File: src/rtl/ext_bus_pkg.sv
// Shared types for the external bus arbiter: region codes, FSM states, requester IDs.
// Region code and wait-count widths are also defined here.
package ext_bus_pkg;

    localparam int REGION_W = 4;
    localparam int WAIT_W   = 3;

    typedef enum logic [REGION_W-1:0] {
        RGN_RAM   = 4'd0,
        RGN_GFX   = 4'd1,
        RGN_AUDIO = 4'd2,
        RGN_SPART = 4'd3,
        RGN_PS2   = 4'd4,
        RGN_SW    = 4'd5
    } region_t;

    typedef enum logic [1:0] {
        IDLE   = 2'd0,
        STROBE = 2'd1,
        DONE   = 2'd2,
        ERR    = 2'd3
    } state_t;

    typedef enum logic {
        REQ_CPU = 1'b0,
        REQ_DMA = 1'b1
    } req_id_t;

endpackage

File: src/rtl/ext_bus_region_decode.sv
// Region decode: maps a region code and direction to a wait-state count and a
// legality flag. Purely combinational.
module ext_bus_region_decode
    import ext_bus_pkg::*;
#(
    parameter int RAM_WAIT = 1,
    parameter int GFX_WAIT = 2,
    parameter int SW_WAIT  = 1
) (
    input  logic [REGION_W-1:0] i_region,
    input  logic                i_we,
    output logic [WAIT_W-1:0]   o_wait,
    output logic                o_legal
);

    always_comb begin
        o_wait  = '0;
        o_legal = 1'b0;
        case (i_region)
            RGN_RAM: begin
                o_wait  = WAIT_W'(RAM_WAIT);
                o_legal = 1'b1;
            end
            RGN_GFX: begin
                o_wait  = WAIT_W'(GFX_WAIT);
                o_legal = 1'b1;
            end
            // audio is write-only; SPART, PS2 and switch are read-only
            RGN_AUDIO: o_legal = i_we;
            RGN_SPART: o_legal = ~i_we;
            RGN_PS2:   o_legal = ~i_we;
            RGN_SW: begin
                o_wait  = WAIT_W'(SW_WAIT);
                o_legal = ~i_we;
            end
            default: o_legal = 1'b0;
        endcase
    end

endmodule

File: src/rtl/ext_bus_arbiter.sv
// Two-requester arbiter for the external memory-mapped bus: alternating grant,
// per-region wait states, read capture and a one-cycle ack/err per access.
//
//   state  | meaning
//   IDLE   | sample requests, pick owner, latch access, decode region
//   STROBE | drive bus_read/bus_write for wait+1 cycles, capture read data at the end
//   DONE   | ack (registered on entry) visible to owner; owner recorded as last_grant
//   ERR    | illegal access: err ack visible, no strobe; owner recorded as last_grant
module ext_bus_arbiter
    import ext_bus_pkg::*;
#(
    parameter int RAM_WAIT = 1,
    parameter int GFX_WAIT = 2,
    parameter int SW_WAIT  = 1
) (
    input  logic        clk,
    input  logic        rst,
    input  logic        cpu_req,
    input  logic        cpu_we,
    input  logic [15:0] cpu_addr,
    input  logic [15:0] cpu_wdata,
    output logic [15:0] cpu_rdata,
    output logic        cpu_ack,
    output logic        cpu_err,
    input  logic        dma_req,
    input  logic        dma_we,
    input  logic [15:0] dma_addr,
    input  logic [15:0] dma_wdata,
    output logic [15:0] dma_rdata,
    output logic        dma_ack,
    output logic        dma_err,
    output logic [3:0]  bus_addr,
    output logic [15:0] bus_wdata,
    output logic        bus_read,
    output logic        bus_write,
    input  logic [15:0] bus_rdata,
    output logic        grant
);

    state_t              r_state, w_state_nxt;
    logic [WAIT_W-1:0]   r_cnt, w_cnt_nxt;
    logic                r_last_grant;

    logic                r_grant, w_grant_nxt;
    logic [3:0]          r_bus_addr, w_bus_addr_nxt;
    logic [15:0]         r_bus_wdata, w_bus_wdata_nxt;
    logic                r_bus_read, w_bus_read_nxt;
    logic                r_bus_write, w_bus_write_nxt;
    logic [15:0]         r_cpu_rdata, w_cpu_rdata_nxt;
    logic                r_cpu_ack, w_cpu_ack_nxt;
    logic                r_cpu_err, w_cpu_err_nxt;
    logic [15:0]         r_dma_rdata, w_dma_rdata_nxt;
    logic                r_dma_ack, w_dma_ack_nxt;
    logic                r_dma_err, w_dma_err_nxt;

    logic                w_any, w_sel, w_req_we, w_legal;
    logic [15:0]         w_req_addr, w_req_wdata;
    logic [WAIT_W-1:0]   w_wait;
    logic                w_unused_addr;

    // On a tie the requester that did not own the previous access wins.
    assign w_any       = cpu_req | dma_req;
    assign w_sel       = dma_req & (~cpu_req | ~r_last_grant);
    assign w_req_we    = w_sel ? dma_we    : cpu_we;
    assign w_req_addr  = w_sel ? dma_addr  : cpu_addr;
    assign w_req_wdata = w_sel ? dma_wdata : cpu_wdata;
    assign w_unused_addr = ^w_req_addr[11:0];

    ext_bus_region_decode #(
        .RAM_WAIT (RAM_WAIT),
        .GFX_WAIT (GFX_WAIT),
        .SW_WAIT  (SW_WAIT)
    ) u_decode (
        .i_region (w_req_addr[15:12]),
        .i_we     (w_req_we),
        .o_wait   (w_wait),
        .o_legal  (w_legal)
    );

    always_ff @(posedge clk) begin
        if (rst) begin
            r_state      <= IDLE;
            r_cnt        <= '0;
            r_last_grant <= REQ_DMA;
            r_grant      <= REQ_CPU;
            r_bus_addr   <= '0;
            r_bus_wdata  <= '0;
            r_bus_read   <= 1'b0;
            r_bus_write  <= 1'b0;
            r_cpu_rdata  <= '0;
            r_cpu_ack    <= 1'b0;
            r_cpu_err    <= 1'b0;
            r_dma_rdata  <= '0;
            r_dma_ack    <= 1'b0;
            r_dma_err    <= 1'b0;
        end else begin
            r_state     <= w_state_nxt;
            r_cnt       <= w_cnt_nxt;
            if (r_state == DONE || r_state == ERR)
                r_last_grant <= r_grant;
            r_grant     <= w_grant_nxt;
            r_bus_addr  <= w_bus_addr_nxt;
            r_bus_wdata <= w_bus_wdata_nxt;
            r_bus_read  <= w_bus_read_nxt;
            r_bus_write <= w_bus_write_nxt;
            r_cpu_rdata <= w_cpu_rdata_nxt;
            r_cpu_ack   <= w_cpu_ack_nxt;
            r_cpu_err   <= w_cpu_err_nxt;
            r_dma_rdata <= w_dma_rdata_nxt;
            r_dma_ack   <= w_dma_ack_nxt;
            r_dma_err   <= w_dma_err_nxt;
        end
    end

    always_comb begin
        w_state_nxt = r_state;
        w_cnt_nxt   = r_cnt;
        case (r_state)
            IDLE: begin
                if (w_any) begin
                    w_state_nxt = w_legal ? STROBE : ERR;
                    w_cnt_nxt   = w_wait;
                end
            end
            STROBE: begin
                if (r_cnt == '0)
                    w_state_nxt = DONE;
                else
                    w_cnt_nxt = r_cnt - 1'b1;
            end
            DONE:    w_state_nxt = IDLE;
            ERR:     w_state_nxt = IDLE;
            default: w_state_nxt = IDLE;
        endcase
    end

    // Output registers are loaded with the value for the state being entered.
    always_comb begin
        w_grant_nxt     = r_grant;
        w_bus_addr_nxt  = r_bus_addr;
        w_bus_wdata_nxt = r_bus_wdata;
        w_bus_read_nxt  = 1'b0;
        w_bus_write_nxt = 1'b0;
        w_cpu_rdata_nxt = r_cpu_rdata;
        w_cpu_ack_nxt   = 1'b0;
        w_cpu_err_nxt   = 1'b0;
        w_dma_rdata_nxt = r_dma_rdata;
        w_dma_ack_nxt   = 1'b0;
        w_dma_err_nxt   = 1'b0;
        case (r_state)
            IDLE: begin
                if (w_any) begin
                    w_grant_nxt = w_sel;
                    if (w_legal) begin
                        w_bus_addr_nxt  = w_req_addr[15:12];
                        w_bus_wdata_nxt = w_req_wdata;
                        w_bus_read_nxt  = ~w_req_we;
                        w_bus_write_nxt = w_req_we;
                    end else if (w_sel == REQ_DMA) begin
                        w_dma_ack_nxt   = 1'b1;
                        w_dma_err_nxt   = 1'b1;
                        w_dma_rdata_nxt = '0;
                    end else begin
                        w_cpu_ack_nxt   = 1'b1;
                        w_cpu_err_nxt   = 1'b1;
                        w_cpu_rdata_nxt = '0;
                    end
                end
            end
            STROBE: begin
                if (r_cnt != '0) begin
                    w_bus_read_nxt  = r_bus_read;
                    w_bus_write_nxt = r_bus_write;
                end else if (r_grant == REQ_DMA) begin
                    w_dma_ack_nxt = 1'b1;
                    if (r_bus_read)
                        w_dma_rdata_nxt = bus_rdata;
                end else begin
                    w_cpu_ack_nxt = 1'b1;
                    if (r_bus_read)
                        w_cpu_rdata_nxt = bus_rdata;
                end
            end
            default: ;
        endcase
    end

    assign grant     = r_grant;
    assign bus_addr  = r_bus_addr;
    assign bus_wdata = r_bus_wdata;
    assign bus_read  = r_bus_read;
    assign bus_write = r_bus_write;
    assign cpu_rdata = r_cpu_rdata;
    assign cpu_ack   = r_cpu_ack;
    assign cpu_err   = r_cpu_err;
    assign dma_rdata = r_dma_rdata;
    assign dma_ack   = r_dma_ack;
    assign dma_err   = r_dma_err;

endmodule

File: config.mk
export PLATFORM = sky130hd
export DESIGN_NAME = ext_bus_arbiter
export DESIGN_NICKNAME = d
export VERILOG_FILES = /design/src/rtl/ext_bus_pkg.sv /design/src/rtl/ext_bus_region_decode.sv /design/src/rtl/ext_bus_arbiter.sv
export SDC_FILE = /design/constraint.sdc
export NUM_CORES = 1
export LEC_CHECK = 0
export ABC_AREA = 1
export CORE_UTILIZATION = 44
export CTS_CLUSTER_SIZE = 12
export DETAILED_ROUTE_END_ITERATION = 8
export GPL_ROUTABILITY_DRIVEN = 0
export PLACE_DENSITY = 0.85
export SLEW_MARGIN = 20
export SYNTH_ARGS = -nofsm -noshare
export SYNTH_HDL_FRONTEND = slang
export SYNTH_SLANG_ARGS = --single-unit
File: constraint.sdc
create_clock -name clk -period 2.7 [get_ports clk]
set_clock_uncertainty 0.15 [all_clocks]
set_input_delay 0.405 -clock clk [delete_from_list [all_inputs] [get_ports clk]]
set_output_delay 0.405 -clock clk [all_outputs]
set_load 0.02 [all_outputs]
**Word level (Yosys, flattened, before mapping)**

Cells that the tools add are included.
W data, S select, Z words.

- Add/sub/neg operators: 1
- Multipliers: 0
- Div/mod/pow operators: 0
- Magnitude comparators: 0
- Eq/ne operators: 18
- Shift operators: 0
- Muxes and demuxes: 44
- Bitwise operators: 7
- Reduce and logical (&&, ||, !) cells: 17

Operator list:

| cell | count |
|---|---|
| $mux W16 | 13 |
| $pmux W16 S2 | 2 |
| $ne A2 B2 Y1 const B | 10 |
| $mux W1 | 16 |
| $reduce_and A7 Y1 | 2 |
| $eq A4 B2 Y1 const B | 2 |
| $eq A4 B3 Y1 const B | 2 |
| $pmux W1 S2 | 4 |
| $reduce_or A2 Y1 | 4 |
| $mux W2 | 3 |
| $mux W3 | 2 |
| $pmux W2 S3 | 1 |
| $pmux W3 S2 | 1 |
| $reduce_and A3 Y1 | 2 |
| $eq A2 B2 Y1 const B | 2 |
| $eq A4 B1 Y1 const B | 1 |
| $logic_not A4 Y1 | 1 |
| $not A1 Y1 | 4 |
| $pmux W2 S2 | 1 |
| $reduce_and A2 Y1 | 2 |
| $logic_not A3 Y1 | 1 |
| $pmux W1 S3 | 1 |
| $reduce_bool A3 Y1 | 1 |
| $reduce_or A3 Y1 | 1 |
| 7 further kinds | 8 |

- Register bits: 65
- Latch bits: 0
- Memory bits (writable): 0
- Memory bits (read-only): 0
- Bits of input ports: 86
- Output and inout port bits: 59
- Logic and storage cells: 101
- Memories kept: 0

**Longest topological paths before layout**

- Word-level depth: 10
- Depth in mapped cells: 13

**Modules after synthesis**

From an unflattened synthesis, not the netlist that was laid out.

- Cells, all modules: 440
- Area total of the unflattened synthesis: 3080.5 sq um

By module, submodules not included:

| module | times used | cells an instance | area an instance (sq um) | seq. area each (sq um) |
|---|---|---|---|---|
| ext_bus_arbiter | 1 | 423 | 3005.4 | 1301.2 |
| ext_bus_region_decode | 1 | 17 | 75.1 | 0.0 |

**Worst setup path before layout**

OpenSTA, ideal clock, no wires.

- Path kind: input-to-reg
- From: input cpu_req
- To: register r_bus_wdata[10], in the netlist bus_wdata[10]
- Setup time: 0.116 ns
- Arrival time: 1.503 ns
- Required time: 2.434 ns
- Path slack: 0.931 ns
- Cell stages on the path: 12
- Cell sequence: nand2_2 -> nand2_4 -> inv_4 -> nand2_1 -> nand2_2 -> nor2_2 -> nand3_2 -> nand2_2 -> nand2_2 -> buf_2 -> o21ai_0 -> nor2_1

- Word-level cells in the longest chain between the ends: 8

RTL lines:

| element | RTL line | source |
|---|---|---|
| from (decl) | ext_bus_arbiter.sv:18 | `input logic cpu_req,` |
| $not A1 Y1 | ext_bus_arbiter.sv:63 | `assign w_sel = dma_req & (~cpu_req \| ~r_last_grant);` |
| $or A1 B1 Y1 | ext_bus_arbiter.sv:63 |  |
| $and A1 B1 Y1 | ext_bus_arbiter.sv:63 |  |
| $mux W16 | ext_bus_arbiter.sv:65 | `assign w_req_addr = w_sel ? dma_addr : cpu_addr;` |
| $eq A4 B2 Y1 (tied with other cells) | ext_bus_region_decode.sv:19 | `case (i_region)` |
| $reduce_or A3 Y1 (no source line) or $reduce_or A2 Y1 (tied branches) | - |  |
| $pmux W1 S3 | ext_bus_region_decode.sv:19 |  |
| $reduce_and A3 Y1 (no source line) | - |  |
| to (signal assigned) | ext_bus_arbiter.sv:103 | `r_bus_wdata <= w_bus_wdata_nxt;` |
| to (decl) | ext_bus_arbiter.sv:46 | `logic [15:0] r_bus_wdata, w_bus_wdata_nxt;` |

Several ways; a longest one is shown, not always the timed one.
A chain may end at the register's enable or synchronous reset.

**Worst setup path in the final report**

- From: input cpu_req
- To: register r_dma_rdata[6], in the netlist dma_rdata[6]

- Word-level cells in the longest chain between the ends: 9

RTL lines:

| element | RTL line | source |
|---|---|---|
| $not A1 Y1 | ext_bus_arbiter.sv:63 |  |
| $or A1 B1 Y1 | ext_bus_arbiter.sv:63 |  |
| $and A1 B1 Y1 | ext_bus_arbiter.sv:63 |  |
| $mux W16 | ext_bus_arbiter.sv:65 |  |
| $eq A4 B2 Y1 (tied with other cells) | ext_bus_region_decode.sv:19 |  |
| $reduce_or A3 Y1 (no source line) or $reduce_or A2 Y1 (tied branches) | - |  |
| $pmux W1 S3 | ext_bus_region_decode.sv:19 |  |
| $ne A2 B2 Y1 (no source line) | - |  |
| $reduce_and A7 Y1 (no source line) (*) | - |  |
| to (signal assigned) | ext_bus_arbiter.sv:109 | `r_dma_rdata <= w_dma_rdata_nxt;` |
| to (decl) | ext_bus_arbiter.sv:52 | `logic [15:0] r_dma_rdata, w_dma_rdata_nxt;` |

Every way passes the cells marked *; elsewhere a longest branch is shown, timed or not.

==> run summary <==
Chip Width - 85.5 um
Synthesized area - 0.00307 mm2
Fin area - 0.00457 mm2
DR vias/cell - 5.03
Synth top cells by count - nand2_1, nor2_1, dfxtp_1
Global route total overflow - 0
Worst Path Required - 2.78 ns
CP max stage delay - 0.49 ns
I/O Pins - 145
Final HPWL DP - 5.64 mm
Core area - 0.00676 mm2
Outcome - finished clean
Dominant synthesized flop cell - dfxtp_1
Worst path most repeated cell - nand2_2
First-pass GRT wire length - 13.0 mm
Power Density - 827 mW/mm2
1st-iter DRT viols - 205
Syn nets - 540
Root Buffer - clkbuf_8
Post-synth EDFFs - 0
FFs w/ async S/R, synth - 0%
Vias in the first global route - 2906
CTS resizes - 0
Area grow syn2layout - 48.9%
Worst EP arrival - 2.32 ns
Final setup violation count - 0
Placed insts - 639
Clock sink count - 65
Max Fclk - 0.447 GHz
Largest cells by area after synthesis - dfxtp_1, nand2_1, nor2_1
Tmin final - 2.24 ns
Drt total wl - 7.89 mm
Worst hold margin - 0.294 ns
Post-synth cell types - 30
Die Span Y - 85.5 um
Ys Warns - 0
Register area share after synthesis - 42.4%
Initial Util - 45.4%
DRC Markers - 0
Placed inst area - 0.00435 mm2
Fin. max-slew vios - 0
Final core occ - 67.6%
CTS tree - yes
Mean post-synth cell area - 6.79 um2
Row count - 30
Max VDD drop - 401 uV
Antenna diode count - 0
Worst Setup End Kind - register
Most common cell in the netlist - nand2_1
Clock transition at the registers of the reported paths - 0.07 ns
Latest clock arrival within the worst-skew pair - 0.34 ns
Cell Count, Final, Fillers Out - 656
NumNets Final - 659
Leak pwr - 1.98 nW
Clock Path Buffers - 2
H-Tree Depth - 3
Gr usage total - 22.4%
Max_cap viols - 0
Port Buf Inserts - 120
Slowest cell on crit path - clkdlybuf4s50_1
Crit Path Max Fanout - 25
Vias - 3301
Leading area contributor after synthesis - dfxtp_1
CTS Buf Count - 9
RSZ-0062 raised after global routing - no
Syn Inst Count - 452
Initial antenna violation count - 0
Share of layout cells above drive strength 1 - 9.03%
Die ar. - 0.00731 mm2
Post-DR wirelength/cell - 12.0 um
Final Cycle Share - 82.8%
Yosys reg bits - 65
Worst-Margin Slew - 0.572 ns
DRT Pass-1 Iters - 7
Worst path cell trace - clkdlybuf4s50_1 > nand2_2 > nand2_4 > inv_4 > nand2_1 > nand2_2 > nor2_2 > nand3_2 > nand2_2 > nand2_4 > buf_12 > a21oi_1 > nor2_1
Final Hold Viols - 0
Hold-fix buffer count after cts - 0
Antenna Violating Nets Remaining - 0
Rel. slew slack - 61.7%
Hold Crit Class - reg -> reg
Crit path launch type - primary input
Largest net degree at the start of global routing - 37
Setup CP Type - in -> reg
Post-CTS Repair Setup Buffers - 0
Share of Yosys cell area claimed by the top area cell type - 42.4%
[layer usage]
metal | wire length [um] | vias to the layer above | track usage, %
met3 | 324 | 14 | 3.56
met4 | 187 | 0 | 10.3
met2 | 4010 | 93 | 38.5
met1 | 3370 | 1516 | 27.6
li1 | - | 1678 | -
met5 | 0 | - | 0
[sequential cells by signal, summed over array words and instances, names as in the netlist]
signal	cells
bus_write	1
grant	1
r_last_grant	1
r_cnt	3
r_state	2
bus_read	1
cpu_rdata	16
cpu_ack	1
dma_ack	1
cpu_err	1
dma_rdata	16
bus_addr	4
bus_wdata	16
dma_err	1
[cell type report]
cell class | instances | area [um2]
clock buffers | 10 | 138
clock inverters | 6 | 66.3
fillers | 568 | 2190
inverters | 23 | 88.8
multi-input cells | 337 | 1520
flip-flops and latches | 65 | 1300
well taps | 80 | 100
repair buffers | 135 | 1360
[report_power, final]
part	total [W]	internal [W]	switching (W)
Clock	0.000841	0.000454	0.000387
Combinational	0.00166	0.000752	0.000912
Sequential	0.00127	0.00117	0.000106
Total	0.00378	0.00237	0.00140
[worst max-delay path: cells and delay by family]
| family | cells | cell delay (ns) |
|---|---|---|
| AO/OA/AOI/OAI | 1 | 0.14 |
| AND/OR/NAND/NOR | 9 | 1.02 |
| buffers and inverters | 3 | 0.75 |
[final timing paths]
check	from	to	slack, ns	depth (start not counted)
hold reg to reg	bus_addr[3]	bus_addr[3]	0.29	2
hold / removal	bus_addr[3]	bus_addr[3]	0.29	2
setup / recovery	cpu_req	dma_rdata[6]	0.46	13
setup reg to reg	r_cnt[1]	cpu_rdata[6]	0.62	10
[layout by cell type, fill, tap and decap left out, drive strengths merged]
cell type and n:
o21ai 23, nand3 40, nand4 1, bufinv 1
nor2 87, dfxtp 65, nand3b 1, clkinv 5
nor3 3, clkdlybuf4s50 120, a211oi 1, buf 15
a221oi 1, a21oi 41, ha 2, nand2 136
inv 23, clkbuf 10, o211ai 1
[kinds of logic after synthesis]
group | count (synthesis) | share of synthesized area (%)
flip-flops | 65 | 42.4
AND/OR/NAND/NOR | 268 | 36.7
AO/OA/AOI/OAI | 67 | 11.5
buffers and inverters | 50 | 8.56
adder cells (fa/ha/maj) | 2 | 0.816
[through the flow]
| stage | worst slack (ns) | power, W | setup TNS, ns |
|---|---|---|---|
| global route | 0.310 | 0.00403 | 0 |
| detailed placement | -0.0736 | 0.00294 | -0.710 |
| finish | 0.463 | 0.00378 | 0 |
| global placement | -0.0332 | 0.00290 | -0.365 |
| CTS | 0.296 | 0.00378 | 0 |
| floorplan | 0.931 | 0.00231 | 0 |
(Power assumes the default switching activity.)
==> edit 1 (same flow settings) <==
Change the package constant `WAIT_W` from 3 to 5.
--- a/src/rtl/ext_bus_pkg.sv
+++ b/src/rtl/ext_bus_pkg.sv
@@ -5,3 +5,3 @@
     localparam int REGION_W = 4;
-    localparam int WAIT_W   = 3;
+    localparam int WAIT_W   = 5;
 
Function: no difference found for any inputs over 4 cycles, from zero or initial values and one cycle with rst high; that may be too few to reach the edited logic, so the function may still have changed.
==> edit 1 against the original RTL <==
Synthesized area rose by 3.6%. Clock power fell by 16%. Routed wire length rose by 9.4%. Sequential cell count rose by 2. Sequential power rose by 6%. Global-route usage rose by 1.7 points. Final area rose by 0.38%. Setup slack got worse by 0.054 ns. Sequential share of layout area rose by 0.76 points. Total power rose by 3.0%. Synthesized cell count rose by 2.0%. First-iteration DRC count fell by 26%. Largest cell class unchanged. Largest power group unchanged.
==> edit 1: results (changes against the original RTL) <==
post_cts_buffers: 0  # unchanged
antenna_found_initial: 0  # unchanged
final_nets: 661  # +0.30%
grt_max_degree: 36  # -2.7%
worstHoldPathCells: 2  # unchanged
drt_iter0_drc: 152  # -26%
dp.final_hpwl_mm: 6.20  # +9.8%
leakage_nw: 1.94  # -2.1%
grt_pass1_wl_mm: 14.2  # +9.5%
fill_cells: 586  # +3.2%
drive_gt1_frac: 0.0865  # -0.00377
insertion_delay_ns: 0.34  # about the same
dr.pass1.iters: 4  # -3
cp_max_fo: 32  # +28%
reg2reg_slack_ns: 0.58  # -0.04 ns
status: "completed"
worst_hold_slack_ns: 0.300  # +0.00591 ns
regToRegEndpoint: "dma_rdata[11]"
async_reset_ff_frac: 0  # unchanged
track_usage: 0.241  # +0.0173
worstMarginPinSlew_ns: 0.369  # -0.203 ns
grt_pass1_vias: 3178  # +9.4%
drt_wl_total_mm: 8.63  # +9.4%
synth.net_count: 548  # +1.5%
yosys-top-cells-area: "dfxtp_1 (42%), nand2_1 (15%), nor2_1 (9.8%), a21oi_1 (6.5%), nand3_1 (6.5%)"
r2r_cells: 12  # +2
synthTopCellsByCount: "nand2_1 (126), nor2_1 (83), dfxtp_1 (67), a21oi_1 (41), nand3_1 (41)"
seq_area_frac_synth: 0.422  # -0.00210
vdd_drop_max_mv: 0.370  # -7.9%
timing.rr.start: "r_cnt[0]"
[edit 1: how the worst max path moves through the flow]
stage	endpoint	slack [ns]	from	depth (start not counted)
floorplan	cpu_rdata[10]	0.86	r_cnt[0]	12
global placement	bus_write	0.12	cpu_req	13
detailed placement	bus_write	0.06	cpu_req	13
CTS	bus_write	0.41	cpu_req	13
global route	bus_write	0.25	cpu_req	13
finish	cpu_rdata[1]	0.41	dma_req	13
[edit 1: per-layer routing]
layer,GRT usage,vias to the layer above,wire length (um)
met4,0.129,0,218
met2,0.422,126,4440
met5,0,-,0
met1,0.286,1523,3490
li1,-,1707,-
met3,0.0332,22,482
[edit 1: logic make-up (layout without fill, tap and decap cells)]
group,Yosys count,after routing,share of synthesized area
simple gates,274,274,0.374
compound gates,70,70,0.119
buf+inv,49,166,0.0803
flops,67,67,0.422
fa+ha+maj,1,1,0.00394
[edit 1: worst max-delay path: stages]
cell and delay (ns):
clkdlybuf4s50_1 0.61, nand2_4 0.18, nand2_1 0.09, nand2_1 0.12, nand2_1 0.10, nand3_2 0.08, nand2_4 0.10, nand3_2 0.07
nand2_2 0.06, buf_4 0.29, nand3_1 0.13, nand2_1 0.08, nor2_1 0.04
[edit 1: through the flow]
| step | worst slack [ns] | instance area (um^2) | utilization | cells |
|---|---|---|---|---|
| 2_1_floorplan | 0.855 | 3180 | - | 461 |
| 3_3_place_gp | 0.123 | 4420 | 0.644 | 659 |
| 3_5_place_dp | 0.0620 | 4420 | 0.644 | 659 |
| 4_1_cts | 0.412 | 4580 | 0.667 | 674 |
| 5_1_grt | 0.254 | 4580 | 0.667 | 674 |
| 6_report | 0.409 | 4580 | 0.667 | 674 |
[edit 1: report_power, final]
group	switching, mW	internal [mW]	total (mW)
Clock	0.360	0.349	0.709
Sequential	0.126	1.22	1.34
Combinational	1.04	0.799	1.84
Total	1.53	2.37	3.89
[edit 1: cell type report]
class / instances / share of cell area
clock buffers: 12 / 0.0317
clock inverters: 3 / 0.00328
inverters: 22 / 0.0191
multi-input cells: 345 / 0.345
flip-flops and latches: 67 / 0.293
well taps: 96 / 0.0262
repair buffers: 129 / 0.282
==> edit 2 (config.mk and constraints unchanged) <==
Made on the original files. Register the output `cpu_err` once more, with the module's reset; this adds one clock of latency there. The other outputs are not delayed to match.
--- a/src/rtl/ext_bus_arbiter.sv
+++ b/src/rtl/ext_bus_arbiter.sv
@@ -194,3 +194,9 @@
     assign cpu_ack   = r_cpu_ack;
-    assign cpu_err   = r_cpu_err;
+    always_ff @(posedge clk) begin
+        if (rst) begin
+            cpu_err <= '0;
+        end else begin
+            cpu_err <= r_cpu_err;
+        end
+    end
     assign dma_rdata = r_dma_rdata;
Check against the original RTL: not equivalent (Yosys sat finds a counterexample within 4 cycles, from zero or initial values and one cycle with rst high).
==> edit 2 against the original RTL <==
Synthesized area is 1.3% higher. Critical path depth stayed put. Setup slack worse by 0.085 ns. Total power is 2.0% lower. Largest cell class unchanged. Utilization is 0.54 points lower. Routed wire length is 4.3% higher. Sequential cell count is 1 higher. Final cell count is 2.0% higher. Highest routed layer unchanged. Final area is 0.25% lower.
==> edit 2: results (changes against the original RTL) <==
drive_gt1_frac: 0.0803  # -0.0100
insertion_delay_ns: 0.33
yosys-top-cells-area: "dfxtp_1 (43%), nand2_1 (15%), nor2_1 (10%), a21oi_1 (6.6%), nand3_1 (6.4%)"
yosys_warnings: 0  # unchanged
syn-instance-count: 452  # unchanged
leakage_nw: 1.93  # -2.5%
synthTopCellsByCount: "nand2_1 (128), nor2_1 (83), dfxtp_1 (66), a21oi_1 (41), nand3_1 (40)"
p_sw_mw: 1.38  # -1.7%
min_path_type: "flop to flop"
finalCriticalPeriod_ns: 2.32  # +0.0852 ns
crit_arrival_ns: 2.39  # +0.07 ns
status: "completed"
cts_buffers: 9  # unchanged
relSlewSlack: 0.561  # -0.0561
diodes: 0  # unchanged
cts_resized: 0  # unchanged
track_usage: 0.233  # +0.00862
port_buffers: 120  # unchanged
wl_per_cell_um: 12.3  # +2.2%
internal-power_mw: 2.32  # -2.2%
cp_max_fo: 64  # +160%
drt_iter0_drc: 190  # -7.3%
dr.pass1.iters: 4  # -3
vias: 3266  # -1.1%
dp.final_hpwl_mm: 6.13  # +8.7%
seq_area_frac_synth: 0.425  # +0.00115
seq_power_share: 0.351  # +0.014
r2r_cells: 9  # -1
path_clk_slew_ns: 0.06
dp.cells: 655  # +2.5%
vias_per_cell: 4.88  # -3.0%
timing.rr.start: "r_cnt[0]"
antenna_found_initial: 0  # unchanged
regToRegEndpoint: "dma_rdata[11]"
powerClk_mw: 0.751  # -11%
synth.net_count: 540  # unchanged
vdd_drop_max_mv: 0.526  # +31%
root_buffer: "clkbuf_8"
startpoint: "cpu_req"
reg2reg_slack_ns: 0.61
grt_pass1_wl_mm: 13.6  # +4.7%
async_reset_ff_frac: 0  # unchanged
grt_pass1_vias: 3028  # +4.2%
ys_types: 30  # unchanged
pre_cts_ws_ns: -0.107  # -0.0330 ns
grt_max_degree: 65  # +76%
critPathCapture: "dma_rdata[11]"
clock_path_buffers: 2  # unchanged
cts_max_level: 3  # unchanged
post_cts_buffers: 0  # unchanged
-- edit 2: cells by family after synthesis --
| kind of cell | share of synthesized area |
|---|---|
| AOI/OAI and AO/OA | 0.124 |
| adders and majority gates | 0.00805 |
| buffers and inverters | 0.0870 |
| DFF | 0.425 |
| and+or+nand+nor | 0.356 |
-- edit 2: how the worst min path moves through the flow --
stage,startpoint,to,slack [ns],cells after the start
2_1_floorplan,r_cpu_err,cpu_err,0.24,2
3_3_place_gp,r_cpu_err,cpu_err,0.25,2
3_5_place_dp,r_cpu_err,cpu_err,0.26,2
4_1_cts,r_cpu_err,cpu_err,0.27,2
5_1_grt,r_cpu_err,cpu_err,0.30,2
6_report,r_cpu_err,cpu_err,0.27,2
-- edit 2: critical path, cell delays in order --
cell and delay, ns:
clkdlybuf4s50_1 0.51, nand2_2 0.12, nand2_4 0.13, buf_4 0.17, nand2_1 0.06, nand2_1 0.11, nand2_1 0.07, nand3_1 0.09
nand2_2 0.10, nand2_4 0.11, nand2_8 0.22, a21oi_1 0.22, nor2_1 0.07
-- edit 2: routing by layer --
layer,part of all wire,track usage
met1,0.43,0.273
met2,0.50,0.390
met3,0.035,0.0472
met4,0.036,0.144
met5,0,0
-- edit 2: through the flow --
step                area [um^2]  TNS (ns)
detailed placement         4370     -1.05
finish                     4560         0
global placement           4370    -0.364
global route               4560         0
floorplan                  3110         0
CTS                        4550         0
-- edit 2: layout make-up --
class	count	area (um^2)
clock buffer	12	165
clock inverter	2	12.5
fill	572	2240
inverter	21	81.3
multi-input combinational	337	1530
sequential	66	1320
tap	96	120
timing repair buffer	135	1330
